--- src/rtl/piso_pkg.sv ---
// Shared types and helpers for the piso_tx serial transmitter.
// Optional parity bit is enabled by defining PISO_TX_PARITY_EN.
package piso_pkg;

    typedef enum logic [1:0] {
        IDLE  = 2'd0,
        SHIFT = 2'd1,
        PAR   = 2'd2
    } state_e;

`ifdef PISO_TX_PARITY_EN
    localparam int FRAME_EXTRA = 1;
`else
    localparam int FRAME_EXTRA = 0;
`endif

    // Bits needed to count 0..value-1; never less than one bit.
    function automatic int clog2(input int value);
        int r;
        r = 0;
        while ((1 << r) < value) r++;
        return (r == 0) ? 1 : r;
    endfunction

    // Serial cycles per word: data bits plus the optional parity bit.
    function automatic int frame_len(input int width);
        return width + FRAME_EXTRA;
    endfunction

endpackage

--- src/rtl/piso_shift_reg.sv ---
// Loadable shift register; presents the next bit to send on bit_o.
module piso_shift_reg #(
    parameter int WIDTH     = 8,
    parameter bit MSB_FIRST = 1'b1
) (
    input  logic             clk,
    input  logic             rst_n,
    input  logic             load_i,
    input  logic             shift_i,
    input  logic [WIDTH-1:0] din_i,
    output logic             bit_o
);

    logic [WIDTH-1:0] sr_q;
    logic [WIDTH-1:0] sr_d;

    // Next contents: a fresh word wins over a shift; zeros fill the vacated end.
    always_comb begin
        sr_d = sr_q;
        if (load_i) begin
            sr_d = din_i;
        end else if (shift_i) begin
            if (MSB_FIRST) sr_d = {sr_q[WIDTH-2:0], 1'b0};
            else           sr_d = {1'b0, sr_q[WIDTH-1:1]};
        end
    end

    // Register update with synchronous active-low clear.
    always_ff @(posedge clk) begin
        if (!rst_n) sr_q <= '0;
        else        sr_q <= sr_d;
    end

    assign bit_o = MSB_FIRST ? sr_q[WIDTH-1] : sr_q[0];

endmodule

--- src/rtl/piso_tx.sv ---
// Parallel-in serial-out transmitter with valid/ready load handshake.
// Define PISO_TX_PARITY_EN to append an even-parity bit to every frame.
import piso_pkg::*;

module piso_tx #(
    parameter int WIDTH     = 8,
    parameter bit MSB_FIRST = 1'b1
) (
    input  logic             clk,
    input  logic             rst_n,
    input  logic [WIDTH-1:0] din,
    input  logic             load_valid,
    output logic             load_ready,
    output logic             sout,
    output logic             sout_valid,
    output logic             busy,
    output logic             done
);

    localparam int               CNT_W    = clog2(WIDTH);
    localparam logic [CNT_W-1:0] LAST_CNT = CNT_W'(WIDTH - 1);

    state_e           state_q, state_d;
    logic [CNT_W-1:0] cnt_q, cnt_d;
    logic             last_bit;
    logic             accept;
    logic             sr_shift;
    logic             sr_bit;

`ifdef PISO_TX_PARITY_EN
    logic parity_q, parity_d;
`endif

    piso_shift_reg #(
        .WIDTH     (WIDTH),
        .MSB_FIRST (MSB_FIRST)
    ) u_shift_reg (
        .clk     (clk),
        .rst_n   (rst_n),
        .load_i  (accept),
        .shift_i (sr_shift),
        .din_i   (din),
        .bit_o   (sr_bit)
    );

    // Handshake and outputs decoded from registered state only.
    always_comb begin
`ifdef PISO_TX_PARITY_EN
        last_bit = (state_q == PAR);
`else
        last_bit = (state_q == SHIFT) && (cnt_q == LAST_CNT);
`endif
        load_ready = (state_q == IDLE) || last_bit;
        accept     = load_valid && load_ready;
        sout_valid = (state_q != IDLE);
        busy       = (state_q != IDLE);
        done       = last_bit;
        sout       = 1'b0;
        case (state_q)
            SHIFT:   sout = sr_bit;
`ifdef PISO_TX_PARITY_EN
            PAR:     sout = parity_q;
`endif
            default: sout = 1'b0;
        endcase
    end

    // Next-state, counter and shift control.
    always_comb begin
        state_d  = state_q;
        cnt_d    = cnt_q;
        sr_shift = 1'b0;
        case (state_q)
            IDLE: begin
                if (accept) begin
                    state_d = SHIFT;
                    cnt_d   = '0;
                end
            end
            SHIFT: begin
                if (cnt_q == LAST_CNT) begin
                    cnt_d = '0;
`ifdef PISO_TX_PARITY_EN
                    state_d = PAR;
`else
                    state_d = accept ? SHIFT : IDLE;
`endif
                end else begin
                    cnt_d    = cnt_q + 1'b1;
                    sr_shift = 1'b1;
                end
            end
            PAR: begin
                cnt_d   = '0;
                state_d = accept ? SHIFT : IDLE;
            end
            default: begin
                state_d = IDLE;
                cnt_d   = '0;
            end
        endcase
    end

`ifdef PISO_TX_PARITY_EN
    // Even parity of the word captured at accept time.
    always_comb begin
        parity_d = accept ? ^din : parity_q;
    end
`endif

    // State registers; reset drops any partial frame.
    always_ff @(posedge clk) begin
        if (!rst_n) begin
            state_q <= IDLE;
            cnt_q   <= '0;
`ifdef PISO_TX_PARITY_EN
            parity_q <= 1'b0;
`endif
        end else begin
            state_q <= state_d;
            cnt_q   <= cnt_d;
`ifdef PISO_TX_PARITY_EN
            parity_q <= parity_d;
`endif
        end
    end

endmodule

--- config.mk ---
export PLATFORM = sky130hd
export DESIGN_NAME = piso_tx
export DESIGN_NICKNAME = d
export VERILOG_FILES = /design/src/rtl/piso_pkg.sv /design/src/rtl/piso_shift_reg.sv /design/src/rtl/piso_tx.sv
export SDC_FILE = /design/constraint.sdc
export NUM_CORES = 1
export LEC_CHECK = 0
export ABC_AREA = 1
export CAP_MARGIN = 30
export CORE_AREA = 2 2 42 44
export DETAILED_ROUTE_END_ITERATION = 16
export DIE_AREA = 0 0 44 46
export PLACE_DENSITY_LB_ADDON = 0.1
export SYNTH_ARGS = -nofsm -noshare
export SYNTH_HDL_FRONTEND = slang
export SYNTH_SLANG_ARGS = --single-unit
--- constraint.sdc ---
create_clock -name clk -period 1.6 [get_ports clk]
set_input_delay 0.24 -clock clk [delete_from_list [all_inputs] [get_ports clk]]
set_output_delay 0.24 -clock clk [all_outputs]
set_load 0.005 [all_outputs]
==> results.md, run 1 <==
- Io pins: 16
- Layout cells sized above 1: 31.4%
- CTS max path bufs: 2
- Status: completed
- Die Wd: 44 um
- Avg Cell Area, Syn: 7.96 um2
- DR vias: approximately 570
- Rel. slew slack: approximately four fifths
- Nature of the critical path startpoint: register
- Max Used Layer: met4
- Final Hold Viols: 0
- Routed WL: 1430 um
- Static leakage: about 0.44 nW
- Post-route cell area: around 900 um2
- Vias in the first global route: between 500 and 600
- Clock H-tree levels: 1
- First-pass GRT wire length: 2410 um
- Met2 wire len: 702 um
- Required @ worst endpoint: 1.36 ns
- Post-layout util: 55.9%
- Peak VDD IR: 477 uV
- Fin Setup TNS: 0 ns
- # diodes: 0
- Warnings from Yosys: 0
- Final setup viols: 0
- Clock Skews: 0.00415 ns
- Pre-antenna DRT Iters: 4
- Core Region: 1610 um2
- Most common cell after layout, fill and taps aside: nand2_1
- Worst slew pin tran: 0.316 ns
- Period utilization: 94.9%
- Hold-fix buffers, CTS: 0
- Die H: 46 um
- Worst path cell trace: ha_4 -> ha_4 -> inv_2 -> nand2_4 -> dlygate4sd2_1
- Pwr per Cell Area: 775 nW/um2
- GR Util All Layers: 17.2%
- Iter 0 DRT Violations: 3
- Area Growth Syn to Fin: 31.8%
- DR WL met3: 57 um
- Minimum clock period: ~1.5 ns
- Setup ws final: 0.0809 ns
- Max-cap violation count: 0
- Clock latency on the worst-skew pair: 0.28 ns
- Cell Area, Placed: 836 um2
- Grt total ovfl: 0
- Cell row count: 15
- Seq/Total Area, Yosys: a little over a third
- Routed WL per cell: 11.7 um
- Placement Setup Slack: around 0.086 ns
- Cell class contributing the biggest share of worst-path delay: flip-flops
- Mapped Cells: 86
- Num CTS Buffers: 3
- Critical-path maximum fanout: 2
- Clk root buf: clkbuf_4
- Net count after synthesis: 99
- Post-DP HPWL: about 940 um
- Crit path arrival time: 1.28 ns
- Routed vias/inst: 4.68
- Pins Over Slew Limit: 0
- PortBufs: 15
- #FFs+latches synth: 12
- Worst-path clk slew: roughly 0.08 ns
- Worst Hold Class: register to register
- Clock sink total: 12
- Unique masters post-synth: 16
- Unrepaired setup endpoints after global routing: no
- Total power: 699 uW
- Buf/Inv on CP: 2
- Die ar.: 2020 um2
- Antenna violations before repair: 0
- Number of routed nets with antenna violations: 0
- Crit. End Element: output port
- Remaining DRCs: 0
- Critical path's most frequent cell: ha_4
- Fmax: 658 MHz
- Slowest CP cell: dfxtp_2
- Layout fillers: ~160
- CTS tree: built
- Critical path class: register to output port
- Most frequent cells in the layout: nand2_1 (21), nand3_2 (13), clkdlybuf4s50_1 (13), inv_1 (11)
- Layout Nets: ~120
- Met1 WL: between 600 and 700 um
- GPL Wtd Cong: 0.791
- Largest stage delay on the critical path: 0.34 ns
- Cell area after synthesis: 684 um2
- Pin count of the biggest net entering global routing: 17
- Initial Util: 42.4%
==> layout make-up <==
class / count / area (um2) / share of cell area [%]
Multi-Input combinational cell: 55 / 367 / 40.6
Clock buffer: 4 / 36.3 / 4.02
Tap cell: 17 / 21.3 / 2.36
Sequential cell: 12 / 244 / 27.0
Timing Repair Buffer: 20 / 181 / 20.1
Inverter: 14 / 52.6 / 5.83
==> cells in the mapped netlist, drive strengths merged <==
master / instances / share of area, %
o21ai: 1 / 0.73
inv: 13 / 7.1
ha: 2 / 3.7
nand3: 22 / 26
buf: 5 / 7.3
nand2: 22 / 13
dfxtp: 12 / 35
nor2: 4 / 3.3
a21oi: 4 / 3.5
clkinv: 1 / 0.55
==> final timing paths <==
path	from	end	slack (ns)	cells after the start
hold reg to reg	u_shift_reg.sr_q[0]	u_shift_reg.sr_q[0]	0.48	2
setup / recovery	cnt_q[0]	load_ready	0.08	5
setup reg to reg	cnt_q[0]	u_shift_reg.sr_q[2]	0.17	9
hold / removal	u_shift_reg.sr_q[0]	u_shift_reg.sr_q[0]	0.48	2
==> kinds of logic after synthesis <==
logic type / synth area share, %
flops: 35.1
compound gates: 4.20
buf+inv: 15.0
fa+ha+maj: 3.66
simple gates: 42.0
==> metal layers <==
| metal | vias to the layer above | GRT usage (%) |
|---|---|---|
| met2 | 10 | 27.6 |
| li1 | 305 | - |
| met4 | 0 | 7.27 |
| met1 | 254 | 20.9 |
| met3 | 2 | 5.95 |
| met5 | - | 0 |
==> state kept, by name, summed over array words and instances, names as in the netlist <==
| register | count |
|---|---|
| state_q | 1 |
| u_shift_reg.sr_q | 8 |
| cnt_q | 3 |
==> stage by stage <==
step	hold slack, ns	cells
2_1_floorplan	0.390	86
6_report	0.480	122
3_5_place_dp	0.463	117
3_3_place_gp	0.451	117
5_1_grt	0.500	122
4_1_cts	0.479	122
==> worst reg2reg max path, stage by stage, from the launching register on <==
cell,delay (ns)
dfxtp_2,0.34
ha_4,0.16
ha_4,0.15
buf_4,0.13
buf_4,0.13
nor2_4,0.19
nand2_1,0.10
nand3_2,0.08
nand2_1,0.04
inv_1,0.05
==> where the power goes <==
part | switching (mW) | total (mW) | internal [mW]
sequential | 0.0124 | 0.329 | 0.317
combinational | 0.0632 | 0.127 | 0.0639
clock | 0.104 | 0.243 | 0.138
total | 0.180 | 0.699 | 0.519
==> repair_timing <==
| action | CTS | global route |
|---|---|---|
| resized for setup | 10 | 1 |
| hold endpoints to repair | 0 | 0 |
| setup endpoints to repair | 3 | 1 |
| setup buffers | 1 | 0 |
(Power assumes the default switching activity.)
==> inputs of run 2 (changes only) <==
--- a/config.mk
+++ b/config.mk
@@ -14,3 +14,4 @@
 export SYNTH_ARGS = -nofsm -noshare
 export SYNTH_HDL_FRONTEND = slang
 export SYNTH_SLANG_ARGS = --single-unit
+export TNS_END_PERCENT = 1
==> run 2 against run 1 <==
  * Die area did not move
  * Non-clock buffer count fell by 1
  * Via count fell by 1.1%
  * Utilization fell by 1.5 points
  * Sequential power barely moved
  * First-iteration DRC count did not move
  * Critical path type unchanged
==> results.md, run 2 (synthesis gave the netlist of run 1 again) <==
- R2R setup slack: 0.22 ns (+0.05 ns)
- GR Util All Layers: 16.0% (-1.2 points)
- Worst hold start: cnt_q[0]
- Post-route cell area: 878 um2 (-2.6%)
- Status: completed
- Die Wd: 44 um (unchanged)
- Worst slew pin tran: 0.317 ns (+0.000498 ns)
- Remaining DRCs: 0 (unchanged)
- Hold Path Stages: 2 (unchanged)
- Most common cell after layout, fill and taps aside: nand2_1
- Crit. End Element: output port
- Peak VDD IR: 478 uV (+0.16%)
- Cell Area, Placed: 836 um2 (unchanged)
- Clock Skews: 0.00473 ns (+0.000584 ns)
- Worst Hold Class: register to register
- Register share of total power: 46.9% (-0.2 points)
- Pwr per Cell Area: 794 nW/um2 (+2.4%)
- Period utilization: 94.6% (-0.31 points)
- Cell row count: 15 (unchanged)
- Fin Setup TNS: 0 ns (unchanged)
- Die H: 46 um (unchanged)
- Total power: 697 uW (-0.25%)
- Clock share of power: 35.0% (+0.3 points)
- Area Growth Syn to Fin: 28.3%
- Pre-antenna DRT Iters: 4 (unchanged)
- Final Hold Viols: 0 (unchanged)
- Clock latency on the worst-skew pair: 0.28 ns (about the same)
- Clk root buf: clkbuf_4
- Final setup viols: 0 (unchanged)
- Pins Over Slew Limit: 0 (unchanged)
- Hold Path Sink: cnt_q[0]
- # diodes: 0 (unchanged)
- Most frequent cells in the layout: nand2_1 (21), nand3_2 (13), clkdlybuf4s50_1 (13), inv_1 (11)
- Layout Nets: 118 (-0.84%)
- Clock sink total: 12 (unchanged)
- Setup repair bufs after CTS: 0 (-1)
- Post-layout util: 54.4% (-1.5 points)
- PortBufs: 15 (unchanged)
- Crit Reg-Reg Startpoint: cnt_q[0]
- Switching power: 179 uW (-0.44%)
- Met2 global-route usage: 25.0% (-2.6 points)
- Required @ worst endpoint: 1.36 ns (about the same)
- Grt total ovfl: 0 (unchanged)
- Routed WL per cell: 11.2 um (-4.0%)
- Layout cells sized above 1: 28.8% (-2.6 points)
- Fmax: 660 MHz (+0.33%)
- Static leakage: 0.439 nW (-0.73%)
- Routed vias/inst: 4.67 (-0.23%)
- Vias in the first global route: 507 (-5.1%)
- Biggest register: u_shift_reg.sr_q
- Core Region: 1610 um2 (unchanged)
- Crit path launch: cnt_q[0]
- Grt met3 use: 5.95% (unchanged)
- Grt peak-use layer: met2
- Nature of the critical path startpoint: register
- DR vias: 565 (-1.1%)
- Max-cap violation count: 0 (unchanged)
- Max FFs per register: 8 (unchanged)
- Num CTS Buffers: 3 (unchanged)
- Initial Util: 42.4% (unchanged)
- Critical path class: register to output port
- GPL Wtd Cong: 0.791 (unchanged)
- Clock H-tree levels: 1 (unchanged)
- Worst r2r dst: u_shift_reg.sr_q[1]
- Crit path arrival time: 1.27 ns (about the same)
- Rel. slew slack: 78.8% (about the same)
- Worst-path clk slew: 0.07 ns (about the same)
- Routed WL: 1360 um (-4.8%)
- Minimum clock period: 1.51 ns (-0.00502 ns)
- Internal cell power: 518 uW (-0.19%)
- Critical-path maximum fanout: 3 (+1)
- Net Sw Frac: 25.7% (-0.048 points)
- CTS max path bufs: 2 (unchanged)
- Comb power frac: 18.1% (about the same)
- M1 GR Usage: 19.4% (-1.4 points)
- Antenna violations before repair: 0 (unchanged)
- Iter 0 DRT Violations: 3 (unchanged)
- Tightest hold margin: 0.476 ns (-0.00488 ns)
- Unrepaired setup endpoints after global routing: no
- Die ar.: 2020 um2 (unchanged)
- CTS tree: built
- R2R cell count: 9 (unchanged)
- First-pass GRT wire length: 2230 um (-7.5%)
- Largest registers: u_shift_reg.sr_q (8), cnt_q (3), state_q (1)
- Number of routed nets with antenna violations: 0 (unchanged)
- Post-DP HPWL: 944 um (unchanged)
- Pin count of the biggest net entering global routing: 17 (unchanged)
- Io pins: 16 (unchanged)
## run 2: changes by cell type in the layout (fill, tap and decap cells not counted)
| cell | delta |
|---|---|
| clkdlybuf4s15_1 | +2 |
| ha_4 | -2 |
| buf_4 | -1 |
| clkbuf_2 | -1 |
| dlygate4sd2_1 | -1 |
| ha_1 | +1 |
| ha_2 | +1 |
## run 2: per-layer routing
| layer | part of all wire, % | up-vias |
|---|---|---|
| li1 | - | 303 |
| met1 | 45 | 250 |
| met2 | 50 | 10 |
| met3 | 4.1 | 2 |
| met4 | 1.1 | 0 |
| met5 | 0 | - |
## run 2: how the worst max path moves through the flow
stage,slack [ns],depth (start not counted),end
floorplan,0.31,9,u_shift_reg.sr_q[6]
global placement,0.11,5,done
detailed placement,0.09,5,done
CTS,0.005,5,load_ready
global route,0.01,3,sout
finish,0.09,5,load_ready
## run 2: stage by stage
stage               cells  setup slack [ns]
floorplan              86             0.308
global placement      117             0.109
detailed placement    117            0.0865
CTS                   121           0.00546
global route          121            0.0119
finish                121            0.0859
## run 2: repair_timing
action,CTS,global route
hold buffers,0,0
gates resized for setup,6,2
endpoints found under the setup margin,3,2
endpoints found under the hold margin,0,0
## run 2: area by class of cell
class,count,area [um2]
Tap cell,17,21.3
Inverter,14,52.6
Fill cell,162,736
Sequential cell,12,244
Multi-Input combinational cell,55,344
Timing Repair Buffer,19,180
Clock buffer,4,36.3
## run 2: worst max-delay path, stage by stage (launching register included)
cell,delay [ns]
dfxtp_2,0.32
ha_1,0.19
ha_2,0.19
inv_2,0.06
nand2_4,0.04
clkdlybuf4s15_1,0.19
## run 2: power groups by stage
stage	Sequential [mW]	Combinational, mW	Clock, mW
floorplan	0.330	0.0856	0
global placement	0.333	0.126	0
detailed placement	0.333	0.128	0
CTS	0.327	0.127	0.256
global route	0.329	0.141	0.268
finish	0.327	0.126	0.244
==> inputs of run 3 (changes only) <==
--- a/config.mk
+++ b/config.mk
@@ -7,9 +7,11 @@
 export LEC_CHECK = 0
 export ABC_AREA = 1
 export CAP_MARGIN = 30
-export CORE_AREA = 2 2 42 44
+export CELL_PAD_IN_SITES_DETAIL_PLACEMENT = 1
+export CELL_PAD_IN_SITES_GLOBAL_PLACEMENT = 2
+export CORE_AREA = 2 2 54 56
 export DETAILED_ROUTE_END_ITERATION = 16
-export DIE_AREA = 0 0 44 46
+export DIE_AREA = 0 0 56 58
 export PLACE_DENSITY_LB_ADDON = 0.1
 export SYNTH_ARGS = -nofsm -noshare
 export SYNTH_HDL_FRONTEND = slang
==> run 3 against run 2 <==
  * Sequential power barely moved
  * Via count increased by 6.7%
  * Final area rose by 2.6%
  * Sequential share of layout area shrank 0.42 points
  * Clock power is 21% lower
  * Die area grew 60%
  * Cell count grew 12%
  * Total power shrank 6.8%
  * Combinational power increased by 4%
  * First-iteration DRC count rose to 5.7 times the previous value
  * Utilization fell by 21 points
==> results.md, run 3 (synthesis gave the netlist of run 1 again) <==
- Status: completed
- Hold Path Stages: 2 (unchanged)
- Die Wd: 56 um (+27%)
- Critical path class: register to output port
- Unrepaired setup endpoints after global routing: yes
- Clock Skews: 0.00260 ns (-0.00213 ns)
- Area of the multi-input gates: 344 um2 (unchanged)
- Period utilization: 97.8% (+3.1 points)
- Pre-antenna DRT Iters: 4 (unchanged)
- Crit Reg-Reg Startpoint: cnt_q[0]
- Cell row count: 19 (+4)
- Peak VDD IR: 272 uV (-43%)
- Layout Nets: 120 (+1.7%)
- Fmax: 639 MHz (-3.2%)
- Internal cell power: 469 uW (-9.5%)
- Rel. slew slack: 83.2% (+4.4 points)
- Switching power: 181 uW (+0.85%)
- First-pass GRT wire length: 2740 um (+23%)
- Max-cap violation count: 0 (unchanged)
- Crit path launch: cnt_q[0]
- Most common cell after layout, fill and taps aside: nand2_1
- Grt total ovfl: 0 (unchanged)
- PortBufs: 15 (unchanged)
- Crit. End Element: output port
- Clock sink total: 12 (unchanged)
- Initial Util: 25.7% (-17 points)
- Tightest hold margin: 0.475 ns (-0.00101 ns)
- Worst slew pin tran: 0.250 ns (-0.0666 ns)
- Crit path arrival time: 1.32 ns (+0.05 ns)
- CTS max path bufs: 2 (unchanged)
- Pins Over Slew Limit: 0 (unchanged)
- Placement Setup Slack: 0.0678 ns (-0.0187 ns)
- Clock latency on the worst-skew pair: 0.27 ns (about the same)
- Layout fillers: 332 (+100%)
- Placed cells: 133 (+14%)
- # diodes: 0 (unchanged)
- GR Util All Layers: 11.1% (-4.9 points)
- Largest registers: u_shift_reg.sr_q (8), cnt_q (3), state_q (1)
- Net Sw Frac: 27.8% (+2.1 points)
- Max FFs per register: 8 (unchanged)
- Static leakage: 0.458 nW (+4.3%)
- Remaining DRCs: 0 (unchanged)
- Comb power frac: 20.1% (+2.0 points)
- Clock H-tree levels: 1 (unchanged)
- Routed WL: 1580 um (+16%)
- Cell Area, Placed: 868 um2 (+3.9%)
- Minimum clock period: 1.56 ns (+0.0502 ns)
- Worst Hold Class: register to register
- Area Growth Syn to Fin: 31.6%
- Finished Layout Cells: 136 (+12%)
- Nature of the critical path startpoint: register
- Post-DP HPWL: 1190 um (+26%)
- Core Region: 2660 um2 (+65%)
- Worst r2r dst: u_shift_reg.sr_q[2]
- Number of routed nets with antenna violations: 0 (unchanged)
- Clock share of power: 29.5% (-5.5 points)
- Routed WL per cell: 11.6 um (+3.5%)
- Final Hold Viols: 0 (unchanged)
- Setup ws final: 0.0357 ns (-0.0502 ns)
- FF+latch area: 246 um2 (+1.0%)
- Worst hold start: cnt_q[1]
- Antenna violations before repair: 0 (unchanged)
- Final setup viols: 0 (unchanged)
- Die ar.: 3250 um2 (+60%)
- Worst-path clk slew: 0.07 ns (about the same)
- Most frequent cells in the layout: nand2_1 (21), nand3_2 (13), clkdlybuf4s50_1 (12), inv_1 (11)
- Required @ worst endpoint: 1.36 ns (about the same)
- Die H: 58 um (+26%)
- GPL Wtd Cong: 0.668 (-16%)
- CTS tree: built
- Routed vias/inst: 4.43 (-5.0%)
- DR vias: 603 (+6.7%)
- Io pins: 16 (unchanged)
- Layout cells sized above 1: 29.5% (+0.68 points)
- Iter 0 DRT Violations: 17 (+14)
- Num CTS Buffers: 3 (unchanged)
- Vias in the first global route: 592 (+17%)
- Pin count of the biggest net entering global routing: 17 (unchanged)
- R2R setup slack: 0.21 ns (about the same)
- Register share of total power: 50.4% (+3.5 points)
- Hold-fix buffers, CTS: 0 (unchanged)
- Clk root buf: clkbuf_4
- Pwr per Cell Area: 721 nW/um2 (-9.2%)
- Hold Path Sink: cnt_q[1]
- Post-route cell area: 901 um2 (+2.6%)
- R2R cell count: 9 (unchanged)
- Biggest register: u_shift_reg.sr_q
- Total power: 649 uW (-6.8%)
- Critical-path maximum fanout: 3 (unchanged)
-- run 3: cell types whose count changed in the layout (fill, tap and decap cells not counted), sizes merged --
cell / change
buf: +2
clkbuf: -1
dlymetal6s2s: +1
dlygate4sd2: +1
clkdlybuf4s15: -1
clkdlybuf4s50: -1
-- run 3: power by group through the flow --
| stage | sequential (mW) | clock (mW) | combinational (mW) |
|---|---|---|---|
| floorplan | 0.330 | 0 | 0.0856 |
| global placement | 0.333 | 0 | 0.135 |
| detailed placement | 0.334 | 0 | 0.135 |
| CTS | 0.328 | 0.206 | 0.134 |
| global route | 0.330 | 0.219 | 0.148 |
| finish | 0.327 | 0.192 | 0.131 |
-- run 3: cell type report --
| type | instances | share of cell area, % |
|---|---|---|
| inverter | 14 | 5.83 |
| clock buffer | 3 | 2.50 |
| multi-input combinational | 55 | 38.2 |
| tap | 31 | 4.31 |
| timing repair buffer | 21 | 21.8 |
| sequential | 12 | 27.4 |
-- run 3: layer usage --
metal	vias up	GRT usage, %	routed length [um]
met5	-	0	0
met4	0	7.14	37
met3	4	2.46	73
met2	13	15.6	695
met1	275	15.2	776
li1	311	-	-
-- run 3: metrics by stage --
step | setup TNS (ns) | util (%)
2_1_floorplan | 0 | -
3_3_place_gp | 0 | 32.6
3_5_place_dp | 0 | 32.6
4_1_cts | -0.00770 | 33.6
5_1_grt | -0.0415 | 33.8
6_report | 0 | 33.8
-- run 3: worst max path at each step --
stage                                     end  slack (ns)
after floorplan           u_shift_reg.sr_q[6]        0.31
after global placement             load_ready        0.09
after detailed placement                 done        0.07
after CTS                          load_ready      -0.008
after global routing                     done       -0.04
final                                    done        0.04
-- run 3: repair_timing --
item | CTS | global route
gates resized for setup | 6 | 3
endpoints found under the setup margin | 4 | 4
buffers inserted | 0 | 0
-- run 3: worst max-delay path: stages, from the launching register on --
cell,delay (ns)
dfxtp_2,0.33
ha_1,0.19
ha_2,0.19
nand2_1,0.07
inv_1,0.03
dlygate4sd2_1,0.25
